[src/rtl/enc_pkg.sv]
// ----------------------------------------------------------------------------
// enc_pkg
//   Shared definitions for the instruction encoder. The instruction field
//   widths and bit positions are also used by the fetch decoder. The package
//   provides the decoded-field struct, the encoder state and error-code enums,
//   and the function that packs fields into an instruction word.
// ----------------------------------------------------------------------------
package enc_pkg;

    localparam int INSTR_W   = 32;
    localparam int OP_W      = 4;
    localparam int REG_W     = 3;
    localparam int IMM_W     = 17;
    localparam int IMM_ENC_W = 16;

    localparam int OP_LSB    = 28;
    localparam int COND_BIT  = 27;
    localparam int RVD_BIT   = 26;
    localparam int RVS_BIT   = 25;
    localparam int RND_LSB   = 22;
    localparam int RNSA_LSB  = 19;
    localparam int RNSB_LSB  = 16;
    localparam int IMM_LSB   = 0;

    typedef struct packed {
        logic [OP_W-1:0]  op;
        logic             cond;
        logic             rvd;
        logic             rvs;
        logic [REG_W-1:0] rnd;
        logic [REG_W-1:0] rnsa;
        logic [REG_W-1:0] rnsb;
        logic [IMM_W-1:0] imm;
    } instr_fields_t;

    typedef enum logic [1:0] {
        ST_IDLE = 2'd0,
        ST_LOAD = 2'd1,
        ST_ERR  = 2'd2
    } enc_state_e;

    typedef enum logic [1:0] {
        ERR_NONE     = 2'b00,
        ERR_CONFLICT = 2'b01,
        ERR_OVERFLOW = 2'b10
    } enc_err_e;

    // Bit 16 belongs to rnsb[0]; imm[16] has no slot in the word.
    function automatic logic [INSTR_W-1:0] pack_fields(input instr_fields_t f);
        logic [INSTR_W-1:0] w;
        w = {INSTR_W{1'b0}};
        w[OP_LSB +: OP_W]         = f.op;
        w[COND_BIT]               = f.cond;
        w[RVD_BIT]                = f.rvd;
        w[RVS_BIT]                = f.rvs;
        w[RND_LSB +: REG_W]       = f.rnd;
        w[RNSA_LSB +: REG_W]      = f.rnsa;
        w[RNSB_LSB +: REG_W]      = f.rnsb;
        w[IMM_LSB +: IMM_ENC_W]   = f.imm[IMM_ENC_W-1:0];
        return w;
    endfunction

endpackage

[src/rtl/enc_fifo.sv]
// ----------------------------------------------------------------------------
// enc_fifo
//   Synchronous FIFO holding packed instruction words between the field
//   stream and the instruction-memory write port.
// Ports:
//   clk, rst_n      clock, asynchronous active-low reset
//   flush           synchronous clear of all entries
//   push, din       write one entry (ignored when full)
//   pop             remove head entry (ignored when empty)
//   dout            head entry
//   full, empty     occupancy flags
//   count           number of entries held (0..DEPTH)
// ----------------------------------------------------------------------------
module enc_fifo #(
    parameter int WIDTH = 32,
    parameter int DEPTH = 4
) (
    input  logic                     clk,
    input  logic                     rst_n,
    input  logic                     flush,
    input  logic                     push,
    input  logic [WIDTH-1:0]         din,
    input  logic                     pop,
    output logic [WIDTH-1:0]         dout,
    output logic                     full,
    output logic                     empty,
    output logic [$clog2(DEPTH):0]   count
);

    localparam int AW = $clog2(DEPTH);
    localparam int CW = AW + 1;

    logic [WIDTH-1:0] mem_r [DEPTH];
    logic [AW-1:0]    wr_ptr_r;
    logic [AW-1:0]    rd_ptr_r;
    logic [CW-1:0]    count_r;
    logic             push_ok_s;
    logic             pop_ok_s;

    // Qualify requests against the occupancy flags.
    always_comb begin
        push_ok_s = push && !full;
        pop_ok_s  = pop && !empty;
    end

    // Pointer and occupancy bookkeeping; pointers wrap because DEPTH is a power of 2.
    always_ff @(posedge clk or negedge rst_n) begin
        if (!rst_n) begin
            wr_ptr_r <= {AW{1'b0}};
            rd_ptr_r <= {AW{1'b0}};
            count_r  <= {CW{1'b0}};
        end else if (flush) begin
            wr_ptr_r <= {AW{1'b0}};
            rd_ptr_r <= {AW{1'b0}};
            count_r  <= {CW{1'b0}};
        end else begin
            if (push_ok_s) begin
                wr_ptr_r <= wr_ptr_r + AW'(1);
            end
            if (pop_ok_s) begin
                rd_ptr_r <= rd_ptr_r + AW'(1);
            end
            case ({push_ok_s, pop_ok_s})
                2'b10:   count_r <= count_r + CW'(1);
                2'b01:   count_r <= count_r - CW'(1);
                default: count_r <= count_r;
            endcase
        end
    end

    // Entry storage, cleared on reset so the head never shows stale data.
    always_ff @(posedge clk or negedge rst_n) begin
        if (!rst_n) begin
            for (int i = 0; i < DEPTH; i++) begin
                mem_r[i] <= {WIDTH{1'b0}};
            end
        end else if (push_ok_s && !flush) begin
            mem_r[wr_ptr_r] <= din;
        end
    end

    // Flag and head decode from registered state.
    always_comb begin
        dout  = mem_r[rd_ptr_r];
        full  = (count_r == CW'(DEPTH));
        empty = (count_r == {CW{1'b0}});
        count = count_r;
    end

endmodule

[src/rtl/instr_encoder.sv]
// ----------------------------------------------------------------------------
// instr_encoder
//   Packs decoded instruction fields into 32-bit words and writes them into
//   instruction memory from base_addr upward, with a small word buffer,
//   backpressure on both sides and sticky error reporting.
// Configuration macro:
//   ENC_CHECK_EN  when defined, a beat whose imm[16] differs from rnsb[0]
//                 is rejected (not written) and the session enters ERR with
//                 err_code 01. When undefined, imm[16] is dropped silently.
// Ports:
//   clk, rst_n                      clock, asynchronous active-low reset
//   start, base_addr                begin a session at base_addr (IDLE/ERR only)
//   in_valid, in_ready              field-beat handshake
//   op, cond, rvd, rvs, rnd, rnsa,
//   rnsb, imm, in_last              instruction fields, end-of-program marker
//   mem_we, mem_addr, mem_wdata,
//   mem_ready                       imem write handshake
//   busy, done, err, err_code       session status
//   word_count                      words written this session
// ----------------------------------------------------------------------------
module instr_encoder
    import enc_pkg::*;
#(
    parameter int ADDR_W     = 10,
    parameter int FIFO_DEPTH = 4
) (
    input  logic              clk,
    input  logic              rst_n,
    input  logic              start,
    input  logic [ADDR_W-1:0] base_addr,
    input  logic              in_valid,
    output logic              in_ready,
    input  logic [3:0]        op,
    input  logic              cond,
    input  logic              rvd,
    input  logic              rvs,
    input  logic [2:0]        rnd,
    input  logic [2:0]        rnsa,
    input  logic [2:0]        rnsb,
    input  logic [16:0]       imm,
    input  logic              in_last,
    output logic              mem_we,
    output logic [ADDR_W-1:0] mem_addr,
    output logic [31:0]       mem_wdata,
    input  logic              mem_ready,
    output logic              busy,
    output logic              done,
    output logic              err,
    output logic [1:0]        err_code,
    output logic [ADDR_W:0]   word_count
);

    localparam int CNT_W = $clog2(FIFO_DEPTH) + 1;
    localparam logic [ADDR_W-1:0] ADDR_MAX = {ADDR_W{1'b1}};

    enc_state_e        state_r;
    enc_state_e        state_s;
    logic [ADDR_W-1:0] addr_r;
    logic [ADDR_W:0]   word_count_r;
    logic              last_seen_r;
    enc_err_e          err_code_r;

    instr_fields_t     fields_s;
    logic [31:0]       word_s;
    logic              conflict_s;
    logic              in_ready_s;
    logic              accept_s;
    logic              push_s;
    logic              mem_we_s;
    logic              pop_s;
    logic              start_ok_s;
    logic              flush_s;
    logic [CNT_W-1:0]  count_after_s;
    logic              overflow_s;
    logic              done_s;

    logic [31:0]       fifo_dout_s;
    logic              fifo_full_s;
    logic              fifo_empty_s;
    logic [CNT_W-1:0]  fifo_count_s;

`ifdef ENC_CHECK_EN
    // Field-conflict detector: bit 16 cannot carry both rnsb[0] and imm[16].
    always_comb begin
        conflict_s = (imm[16] != rnsb[0]);
    end
`else
    logic imm_hi_unused_s;

    // imm[16] has no slot in the word and is not checked in this build.
    always_comb begin
        conflict_s      = 1'b0;
        imm_hi_unused_s = imm[16];
    end
`endif

    // Handshake, buffer control and error detection, all from registered state.
    always_comb begin
        fields_s   = {op, cond, rvd, rvs, rnd, rnsa, rnsb, imm};
        word_s     = pack_fields(fields_s);
        in_ready_s = (state_r == ST_LOAD) && !fifo_full_s && !last_seen_r;
        accept_s   = in_valid && in_ready_s;
        push_s     = accept_s && !conflict_s;
        mem_we_s   = (state_r == ST_LOAD) && !fifo_empty_s;
        pop_s      = mem_we_s && mem_ready;
        start_ok_s = start && (state_r != ST_LOAD);
        flush_s    = start_ok_s || (state_r == ST_ERR);
        // Occupancy after this cycle's push/pop decides whether work remains
        // once the last address has been written.
        count_after_s = fifo_count_s + CNT_W'(push_s) - CNT_W'(pop_s);
        overflow_s    = pop_s && (addr_r == ADDR_MAX) &&
                        ((count_after_s != {CNT_W{1'b0}}) || !last_seen_r);
        done_s        = (state_r == ST_LOAD) && last_seen_r && fifo_empty_s;
    end

    // Next-state logic for the session controller.
    always_comb begin
        state_s = state_r;
        case (state_r)
            ST_IDLE: begin
                if (start) begin
                    state_s = ST_LOAD;
                end else begin
                    state_s = ST_IDLE;
                end
            end
            ST_LOAD: begin
                if (accept_s && conflict_s) begin
                    state_s = ST_ERR;
                end else if (overflow_s) begin
                    state_s = ST_ERR;
                end else if (done_s) begin
                    state_s = ST_IDLE;
                end else begin
                    state_s = ST_LOAD;
                end
            end
            ST_ERR: begin
                if (start) begin
                    state_s = ST_LOAD;
                end else begin
                    state_s = ST_ERR;
                end
            end
            default: state_s = ST_IDLE;
        endcase
    end

    // State register.
    always_ff @(posedge clk or negedge rst_n) begin
        if (!rst_n) begin
            state_r <= ST_IDLE;
        end else begin
            state_r <= state_s;
        end
    end

    // Session datapath: write address, word counter, end marker, error code.
    always_ff @(posedge clk or negedge rst_n) begin
        if (!rst_n) begin
            addr_r       <= {ADDR_W{1'b0}};
            word_count_r <= {(ADDR_W+1){1'b0}};
            last_seen_r  <= 1'b0;
            err_code_r   <= ERR_NONE;
        end else if (start_ok_s) begin
            addr_r       <= base_addr;
            word_count_r <= {(ADDR_W+1){1'b0}};
            last_seen_r  <= 1'b0;
            err_code_r   <= ERR_NONE;
        end else if (state_r == ST_LOAD) begin
            if (pop_s) begin
                word_count_r <= word_count_r + (ADDR_W+1)'(1);
                // The address saturates at the top of memory; overflow handles the rest.
                if (addr_r != ADDR_MAX) begin
                    addr_r <= addr_r + ADDR_W'(1);
                end
            end
            if (accept_s && in_last) begin
                last_seen_r <= 1'b1;
            end
            if (accept_s && conflict_s) begin
                err_code_r <= ERR_CONFLICT;
            end else if (overflow_s) begin
                err_code_r <= ERR_OVERFLOW;
            end
        end
    end

    enc_fifo #(
        .WIDTH (32),
        .DEPTH (FIFO_DEPTH)
    ) u_fifo (
        .clk   (clk),
        .rst_n (rst_n),
        .flush (flush_s),
        .push  (push_s),
        .din   (word_s),
        .pop   (pop_s),
        .dout  (fifo_dout_s),
        .full  (fifo_full_s),
        .empty (fifo_empty_s),
        .count (fifo_count_s)
    );

    // Output decode; write data is forced to zero whenever no write is requested.
    always_comb begin
        in_ready   = in_ready_s;
        mem_we     = mem_we_s;
        mem_addr   = addr_r;
        mem_wdata  = mem_we_s ? fifo_dout_s : 32'h0000_0000;
        busy       = (state_r == ST_LOAD);
        done       = done_s;
        err        = (state_r == ST_ERR);
        err_code   = err_code_r;
        word_count = word_count_r;
    end

endmodule
[config.mk]
export PLATFORM = sky130hd
export DESIGN_NAME = instr_encoder
export DESIGN_NICKNAME = d
export VERILOG_FILES = /design/src/rtl/enc_pkg.sv /design/src/rtl/enc_fifo.sv /design/src/rtl/instr_encoder.sv
export SDC_FILE = /design/constraint.sdc
export NUM_CORES = 1
export LEC_CHECK = 0
export BUFFER_PORTS_ARGS = -buffer_cell sky130_fd_sc_hd__buf_2
export CORE_ASPECT_RATIO = 1.75
export CORE_UTILIZATION = 52
export CTS_CLUSTER_DIAMETER = 50
export CTS_CLUSTER_SIZE = 8
export DETAILED_ROUTE_END_ITERATION = 16
export PLACE_DENSITY = 0.85
export SYNTH_ARGS = -nofsm -noshare
export SYNTH_HDL_FRONTEND = slang
export SYNTH_SLANG_ARGS = --single-unit
[constraint.sdc]
create_clock -name clk -period 2.63 [get_ports clk]
set_input_delay 0.789 -clock clk [delete_from_list [all_inputs] [get_ports clk]]
set_output_delay 0.789 -clock clk [all_outputs]
set_load 0.1 [all_outputs]
# [After elaboration in Yosys (flattened, before gate mapping)]
# Cells that the tools add are included.
[classes] reduce_logical=36 mux=31 add_sub_neg=8 n_eq_ne=8 order_cmp=3 n_bitwise=2
[ops] operator="$bwmux W128" count=1
[ops] operator="$mux W32" count=4
[ops] operator="$bmux W32 S2" count=1
[ops] operator="$demux W32 S2" count=1
[ops] operator="$mux W10" count=4
[ops] operator="$mux W11" count=3
[ops] operator="$mux W2" count=9
[ops] operator="$logic_and A1 B1 Y1" count=15
[ops] operator="$reduce_bool A2 Y1" count=7
[ops] operator="$add A11 B1 Y11 const B" count=1
[ops] operator="$add A10 B1 Y10 const B" count=1
[ops] operator="$eq A10 B10 Y1 const B" count=1
[ops] operator="$ne A10 B10 Y1 const B" count=1
[ops] operator="$ge A3 B3 Y1 const B" count=2
[ops] operator="$not A2 Y3" count=2
[ops] operator="$pmux W2 S3" count=1
[ops] operator="$pmux W3 S2" count=1
[ops] operator="$reduce_and A2 Y1" count=3
[ops] operator="$reduce_bool A3 Y1" count=2
[ops] operator="$mux W1" count=5
[ops] operator="$add A2 B1 Y2 const B" count=2
[ops] operator="$eq A2 B1 Y1 const B" count=2
[ops] operator="$eq A2 B2 Y1 const B" count=2
[ops] operator="$logic_not A1 Y1" count=4
[ops] operator="12 further kinds" count=13
[totals] wordCells=100 input_bits=49 ff_bits=161 out_inout_bits=60

# [Longest topological paths before layout]
# Gate-level depths: netlist (run 1).
[logic_depth] ltp_word=13 mapped_depth=12 ltp_nobuf=11

# [Cells and area by module]
# A second synthesis (run 1) with hierarchy kept.
[unflattened] hier_cells=565 area_unflattened_um2=8376.8
[modules_own_cells] mod="enc_fifo" seq_area_each_um2=3378.2 cells_per_inst=374 area_per_inst_um2=6722.7 instances=1
[modules_own_cells] mod="instr_encoder" seq_area_each_um2=625.6 cells_per_inst=191 area_per_inst_um2=1654.1 instances=1

# [Worst setup path after synthesis (run 1)]
# OpenSTA, ideal clock, no wires.
[synth_path] path_kind="reg-to-output" startpoint="reg state_r[1]" endpoint="out mem_wdata[22]" arrival_ns=2.737 slack_ns=-0.896 path_stages_with_launch=5 t_required_ns=1.841 n_path_buf=1 path_cell_list="dfrtp_1 > nand2b_1 > nor2_1 > clkbuf_1 > and2_1"
[synth_between] elab_chain_len=3
[synth_rtl] element="start, declared" line_no="instr_encoder.sv:56" source="enc_state_e state_r;"
[synth_rtl] element="start signal, assigned" line_no="instr_encoder.sv:154" source="state_r <= state_s;"
[synth_rtl] element="$eq A2 B1 Y1" line_no="instr_encoder.sv:104" source="mem_we_s = (state_r == ST_LOAD) && !fifo_empty_s;"
[synth_rtl] element="$logic_and A1 B1 Y1" line_no="instr_encoder.sv:104"
[synth_rtl] element="via mem_we" line_no="instr_encoder.sv:42" source="output logic mem_we,"
[synth_rtl] element="$mux W32" line_no="instr_encoder.sv:210" source="mem_wdata = mem_we_s ? fifo_dout_s : 32'h0000_0000;"
[synth_rtl] element="end, declared" line_no="instr_encoder.sv:44" source="output logic [31:0] mem_wdata,"
# The timed path passes the listed nets, and every way through them passes these cells.

# [Worst setup path after layout (run 1)]
[layout_path] startpoint="reg u_fifo.rd_ptr_r[0]" endpoint="out mem_wdata[0]"
[layout_between] elab_chain_len=5
[layout_rtl] element="start, declared" line_no="enc_fifo.sv:35" source="logic [AW-1:0] rd_ptr_r;"
[layout_rtl] element="start signal, assigned" line_no="enc_fifo.sv:50" source="rd_ptr_r <= {AW{1'b0}};"
[layout_rtl] element="start signal, assigned" line_no="enc_fifo.sv:54" source="rd_ptr_r <= {AW{1'b0}};"
[layout_rtl] element="start signal, assigned" line_no="enc_fifo.sv:61" source="rd_ptr_r <= rd_ptr_r + AW'(1);"
[layout_rtl] element="$not A2 Y3 (not written as such)" line_no="enc_fifo.sv:84" source="dout = mem_r[rd_ptr_r];"
[layout_rtl] element="$bmux W32 S2" line_no="enc_fifo.sv:84"
[layout_rtl] element="$mux W32 (not written as such) (2 in a row)" line_no="enc_fifo.sv:84"
[layout_rtl] element="$mux W32" line_no="instr_encoder.sv:210"
# Every way passes these cells. The select of a mux whose other input is x is not followed.

==> results by group, run 1 <==
Final layout
  • Signed area change from the synthesized netlist to the final layout: 29.4%
  • Layout fillers: 940
  • Final-stage net count: 740
  • Fraction of final layout cells with drive strength greater than 1: 56.6%

Die
  • Total die area: 0.0153 mm2
  • Floorplan core area: 0.0144 mm2
  • Number of rows in the core area: 58
  • Count of pins on the block boundary: 109
  • Starting density of the core: 53.4%
  • X dimension of the die: 94.1 um
  • Die Y: 163 um

Setup path
  • Crit Path Max Fanout: 7
  • Arrival time of data at the critical path endpoint: 1.98 ns
  • Required time worst endpoint: 1.84 ns
  • Category of the worst setup path launch point: register
  • Start-to-end type of the worst setup path: reg2out
  • Endpoint type of the worst setup path: output pin
  • Logic depth of the worst register-to-register path: 11

STA
  • Total count of hold-check failures in the final report: 0
  • Final number of setup-violating endpoints: 34
  • Final min period: 2.76 ns
  • Period utilisation layout: 105%
  • Unrepaired setup endpoints after global routing: yes
  • Setup Skew: 0.0115 ns
  • Hold WS: 0.286 ns
  • Highest Clock Rate: 0.362 GHz
  • Max-slew violation total from the final report: 0
  • Worst max-slew margin expressed relative to the limit: 58.8%
  • Worst Slack Setup Final: -0.135 ns
  • Worst slew pin tran: 0.613 ns

Placed design
  • Total of buffers placed on input and output ports: 106
  • Estimated wirelength of the detail-placed design: 12.2 mm
  • Weighted congestion reported at the end of routability-driven placement: 0.836

Routing
  • Drt drc: 0
  • Per-cell routed wire length: 21.2 um
  • Vias per inst: 5.96
  • Violation count after the first detailed-routing iteration: 166
  • Total wire length: 18.5 mm
  • Detailed-route via count: 5213
  • DRT Pass-1 Iters: 4
  • Count of nets left with antenna violations after detail routing: 0

Synthesis
  • Area leader, netlist: dfrtp_1
  • Synth Register Bits: 160
  • Yosys warning total: 0
  • Synthesized cell area: 0.00771 mm2
  • Post-synthesis sequential area ratio: 51.9%
  • Async set or reset register ratio after synthesis: 100%
  • Number of enable flip-flop cells after synthesis: 0
  • Cell types with the highest counts after synthesis: dfrtp_1, mux2_2, and2_1
  • Post-synthesis area per instance: 14.0 um2
  • Top area cells in the synthesized netlist: dfrtp_1, mux2_2, mux4_2
  • Post-Synthesis Net Count: 608
  • Top flip-flop cell by instance count after synthesis: dfrtp_1
  • Area share of the largest cell type after synthesis: 51.9%
  • Count of different cell masters after synthesis: 57
  • Count leader, synth: dfrtp_1
  • Synthesized instance count: 549

Global routing
  • Grt total ovfl: 0
  • GRT Total Usage: 25.8%
  • Vias in the first global route: 5787
  • Antenna violations before repair: 2
  • Maximum number of pins on one net before global-route repair: 48
  • Global-route wire length before repair: 29.5 mm

Clocking
  • Root buf cell: clkbuf_16
  • TritonCTS clock tree: done
  • Clock Tree Buf Depth: 2
  • Post-CTS clock slew at the launch and capture registers of the worst setup and hold paths: 0.07 ns
  • Clock sink total: 160
  • Insertion delay of the later-clocked pin in the worst-skew pair: 0.42 ns
  • Count of H-tree levels built during CTS: 4
  • Inserted Clock Buffers: 17

Outcome
  • Status: complete, but fails checks
  • Violations in the final reports: negative setup slack

Worst hold path
  • Class of the tightest hold or removal check: in2async

Flow run
  • Maxcap violations: 0
-- cell type report --
type | count | area, um2 | share of cell area [%]
diodes | 1 | 2.50 | 0.0251
multi-input cells | 347 | 3600 | 36.1
inverters | 12 | 56.3 | 0.564
clock buffers | 17 | 425 | 4.26
flip-flops and latches | 160 | 4010 | 40.2
repair buffers | 143 | 1490 | 15.0
clock inverters | 15 | 169 | 1.69
well taps | 180 | 225 | 2.26
-- kinds of logic after synthesis --
group,after synthesis,share of synthesized area (%)
muxes,165,28.7
DFF,160,51.9
and+or+nand+nor,123,9.49
buffers and inverters,42,3.46
AOI/OAI and AO/OA,40,3.62
adders and majority gates,10,1.82
xor gates and xnor gates,8,0.909
other,1,0.0486
-- worst max-delay path: stages, from the launching register on --
cell     delay (ns)
dfrtp_2        0.42
buf_12         0.13
buf_16         0.15
mux4_2         0.52
and2_4         0.19
buf_12         0.16
-- flip-flops by register name, summed over array words and instances, names as in the netlist --
| signal | flops |
|---|---|
| state_r | 2 |
| u_fifo.mem_r | 128 |
| u_fifo.count | 3 |
| u_fifo.rd_ptr_r | 2 |
| err_code | 1 |
| last_seen_r | 1 |
| word_count | 11 |
| u_fifo.wr_ptr_r | 2 |
| mem_addr | 10 |
-- worst paths after layout --
kind / start / slack [ns] / to
worst max-delay path: u_fifo.rd_ptr_r[0] / -0.13 / mem_wdata[0]
worst max register to register: u_fifo.count[2] / -0.04 / err_code[1]
max in group asynchronous: rst_n / 1.48 / u_fifo.mem_r[31]
worst min register to register: word_count[10] / 0.50 / word_count[10]
min in group clk: word_count[10] / 0.50 / word_count[10]
worst min-delay path: rst_n / 0.29 / u_fifo.mem_r[58]
-- placed cells by master (no fill, tap or decap), types with 4 or more instances in the layout --
cell / synthesis / routed
inv_1: 11 / 9
or4_1: 4 / 4
inv_6: 0 / 8
mux4_2: 32 / 32
buf_4: 1 / 25
nand3_1: 6 / 6
dfrtp_1: 160 / 158
and2_1: 38 / 6
buf_12: 0 / 42
nor3_1: 9 / 8
nand4_1: 5 / 5
a21oi_1: 8 / 8
buf_2: 5 / 70
and4_1: 5 / 5
ha_1: 8 / 6
and2_4: 0 / 32
mux2_2: 130 / 130
o31ai_1: 6 / 6
nor2_1: 17 / 16
nand2_1: 17 / 14
xnor2_1: 5 / 4
clkbuf_16: 0 / 18
o21ai_0: 5 / 5
-- stage by stage --
step | util [%] | setup TNS, ns | setup WS (ns) | std cells | area [um2]
floorplan | - | -0.768 | -0.222 | 549 | 7820
global placement | 63.4 | -0.681 | -0.256 | 832 | 9150
detailed placement | 63.4 | -0.877 | -0.334 | 832 | 9150
CTS | 68.7 | -3.55 | -0.153 | 871 | 9920
global route | 69.1 | -4.92 | -0.176 | 875 | 9970
finish | 69.1 | -3.13 | -0.135 | 875 | 9970
-- repair_timing --
item | CTS | global route
pin swaps | 6 | 14
gates resized for setup | 39 | 2
endpoints found under the setup margin | 37 | 37
hold buffers | 0 | 0
gates cloned | 2 | 1
buffers inserted | 5 | 3
-- per-layer routing --
layer  vias to the layer above  part of all wire, %  wire length (um)  track usage (%)
met4                         2                  3.1               575             11.7
met2                       162                   57             10600             47.0
met3                        49                  3.2               601             5.26
met5                         -                0.070                13                0
met1                      2716                   36              6720             28.1
li1                       2284                    -                 -                -
Power of run 1 is not shown: default switching activity piles up to over one toggle a cycle in this logic, so the estimate is an artifact.
==> run 2, diff against run 1 <==
--- a/config.mk
+++ b/config.mk
@@ -12,6 +12,7 @@
 export CTS_CLUSTER_SIZE = 8
 export DETAILED_ROUTE_END_ITERATION = 16
 export PLACE_DENSITY = 0.85
+export REMOVE_ABC_BUFFERS = 1
 export SYNTH_ARGS = -nofsm -noshare
 export SYNTH_HDL_FRONTEND = slang
 export SYNTH_SLANG_ARGS = --single-unit
==> run 2 against run 1 <==
The run still ends with negative setup slack left. Cell count shrank 0.80%. Highest routed layer is now met4. Non-clock buffer count shrank 8. Design area shrank 1.3%. Sequential share of layout area grew 0.54 points. Hold slack gained 0.072 ns. Routed wire length shrank 6.3%. Clock skew shrank 0.00074 ns. Die area is the same. Register-to-register slack gained 0.08 ns. Core utilization shrank 0.92 points. Clock-buffer cell count is the same.
==> results by group, run 2 (same netlist as run 1, synthesis figures left out) <==
STA
  • Final min period: 2.74 ns
  • Highest Clock Rate: 0.365 GHz
  • Setup Skew: 0.0108 ns
  • Worst Slack Setup Final: -0.111 ns
  • Unrepaired setup endpoints after global routing: yes
  • Worst slew pin tran: 0.657 ns
  • Max-slew violation total from the final report: 0
  • Final number of setup-violating endpoints: 32
  • Total count of hold-check failures in the final report: 0
  • Worst max-slew margin expressed relative to the limit: 56.2%
  • Period utilisation layout: 104%
  • Aggregate negative setup slack: -2.68 ns

Setup path
  • Worst Path Buf+Inv: 4
  • Top Family by Delay on Critical Path: buffers and inverters
  • RR Endpoint: err_code[1]
  • Endpoint type of the worst setup path: output pin
  • Logic depth of the worst register-to-register path: 11
  • Top cell by count, worst path: buf_12
  • Max stage delay cell, worst path: dfrtp_1
  • Category of the worst setup path launch point: register
  • Arrival time of data at the critical path endpoint: 1.95 ns
  • Critical path, cell by cell: buf_6, nor3_4, nor2_4, buf_4, buf_12, and2_4, buf_12
  • Crit Path Max Fanout: 17
  • Highest cell delay on the worst timing path: 0.40 ns
  • Start-to-end type of the worst setup path: reg2out
  • Required time worst endpoint: 1.84 ns
  • Critical Path Source: u_fifo.count[1]
  • Worst reg2reg startpoint: u_fifo.count[1]
  • Setup slack of the worst register-to-register path: 0.04 ns

Placed design
  • Total of buffers placed on input and output ports: 106
  • Inst Count DP: 830
  • Estimated wirelength of the detail-placed design: 11.7 mm
  • Weighted congestion reported at the end of routability-driven placement: 0.851

Worst hold path
  • Class of the tightest hold or removal check: in2async

Routing
  • Met3 wirelength from detailed routing: 572 um
  • Met1 routed wirelength after detailed routing: 6.37 mm
  • Count of nets left with antenna violations after detail routing: 0
  • Violation count after the first detailed-routing iteration: 190
  • Detailed-route via count: 5109
  • Per-cell routed wire length: 20.0 um
  • Top Metal Used: met4
  • Vias per inst: 5.89
  • Total met2 wirelength after detailed routing: 10.1 mm
  • DRT Pass-1 Iters: 4
  • Total wire length: 17.4 mm
  • Drt drc: 0

Final layout
  • Leading cell type in the layout, fill and taps excluded: dfrtp_1
  • Most used cells in the layout excluding fill and tap cells: dfrtp_1, mux2_2, buf_2, buf_12
  • Top reg by flops: u_fifo.mem_r
  • Final-stage net count: 732
  • Fraction of final layout cells with drive strength greater than 1: 56.1%
  • Signed area change from the synthesized netlist to the final layout: 27.6%
  • Max FFs per register: 128
  • Count of placed standard cells in the final layout, fillers left out: 868
  • Layout fillers: 958

Global routing
  • GRT Total Usage: 24.5%
  • Vias in the first global route: 5558
  • Grt total ovfl: 0
  • Antenna violations before repair: 3
  • Maximum number of pins on one net before global-route repair: 71
  • Global-route wire length before repair: 28.4 mm

Outcome
  • Status: complete, but fails checks
  • Violations in the final reports: negative setup slack

Clocking
  • Insertion delay of the later-clocked pin in the worst-skew pair: 0.42 ns
  • Count of H-tree levels built during CTS: 4
  • Root buf cell: clkbuf_16
  • TritonCTS clock tree: done
  • Inserted Clock Buffers: 17
  • Clock sink total: 160
  • Clock Tree Buf Depth: 2
  • Post-CTS clock slew at the launch and capture registers of the worst setup and hold paths: 0.07 ns

Die
  • X dimension of the die: 94.1 um
  • Count of pins on the block boundary: 109
  • Starting density of the core: 53.4%
  • Number of rows in the core area: 58
  • Total die area: 0.0153 mm2
  • Floorplan core area: 0.0144 mm2
  • Die Y: 163 um

Flow run
  • Maxcap violations: 0
run 2: cell count changes in the layout (fill, tap and decap cells not counted), moves of 2 or more:
| cell | delta |
|---|---|
| inv_8 | +2 |
| bufinv_16 | -2 |
| inv_6 | -4 |
| clkinvlp_4 | +3 |
| buf_4 | -5 |
| clkinv_2 | -2 |
run 2: worst register-to-register path: cells and delay by family (launching register included):
| kind | cells | cell delay [ns] |
|---|---|---|
| AO/OA/AOI/OAI | 2 | 0.49 |
| XOR/XNOR | 2 | 0.27 |
| adder cells (fa/ha/maj) | 3 | 0.75 |
| buffers and inverters | 2 | 0.09 |
| flip-flops | 1 | 0.40 |
| AND/OR/NAND/NOR | 2 | 0.48 |
run 2: cell type report:
type / instances / area [um2] / area share, %
flip-flops and latches: 160 / 4010 / 40.7
multi-input cells: 347 / 3600 / 36.6
repair buffers: 135 / 1390 / 14.1
clock buffers: 17 / 425 / 4.32
well taps: 180 / 225 / 2.29
clock inverters: 15 / 144 / 1.46
inverters: 12 / 45.0 / 0.458
diodes: 2 / 5.00 / 0.0509
run 2: metal layers:
layer	up-vias	track usage (%)
li1	2260	-
met3	27	3.82
met1	2685	27.9
met2	137	45.4
met4	0	9.37
met5	-	0
run 2: stage by stage:
stage	setup slack, ns	util, %	area, um2	hold slack [ns]
3_3_place_gp	-0.329	62.7	9050	0.464
5_1_grt	-0.174	68.2	9840	0.416
2_1_floorplan	-1.63	-	7490	0.459
4_1_cts	-0.132	67.8	9790	0.388
6_report	-0.111	68.2	9840	0.358
3_5_place_dp	-0.359	62.7	9050	0.470
run 2: how the worst max path moves through the flow:
| stage | end | slack, ns | cells after the start |
|---|---|---|---|
| after global placement | err_code[1] | -0.33 | 12 |
| after global routing | mem_wdata[22] | -0.17 | 4 |
| after floorplan | mem_wdata[0] | -1.63 | 3 |
| after detailed placement | state_r[1] | -0.36 | 12 |
| final | mem_wdata[4] | -0.11 | 7 |
| after CTS | mem_wdata[19] | -0.13 | 4 |
run 2: timing repair:
item / in CTS / in global routing
setup buffers: 2 / 1
gates cloned: 1 / 0
pin swaps: 2 / 1
hold buffers: 0 / 0
setup endpoints to repair: 37 / 36
resized for setup: 41 / 7
Power of run 2 is left out for the same reason.
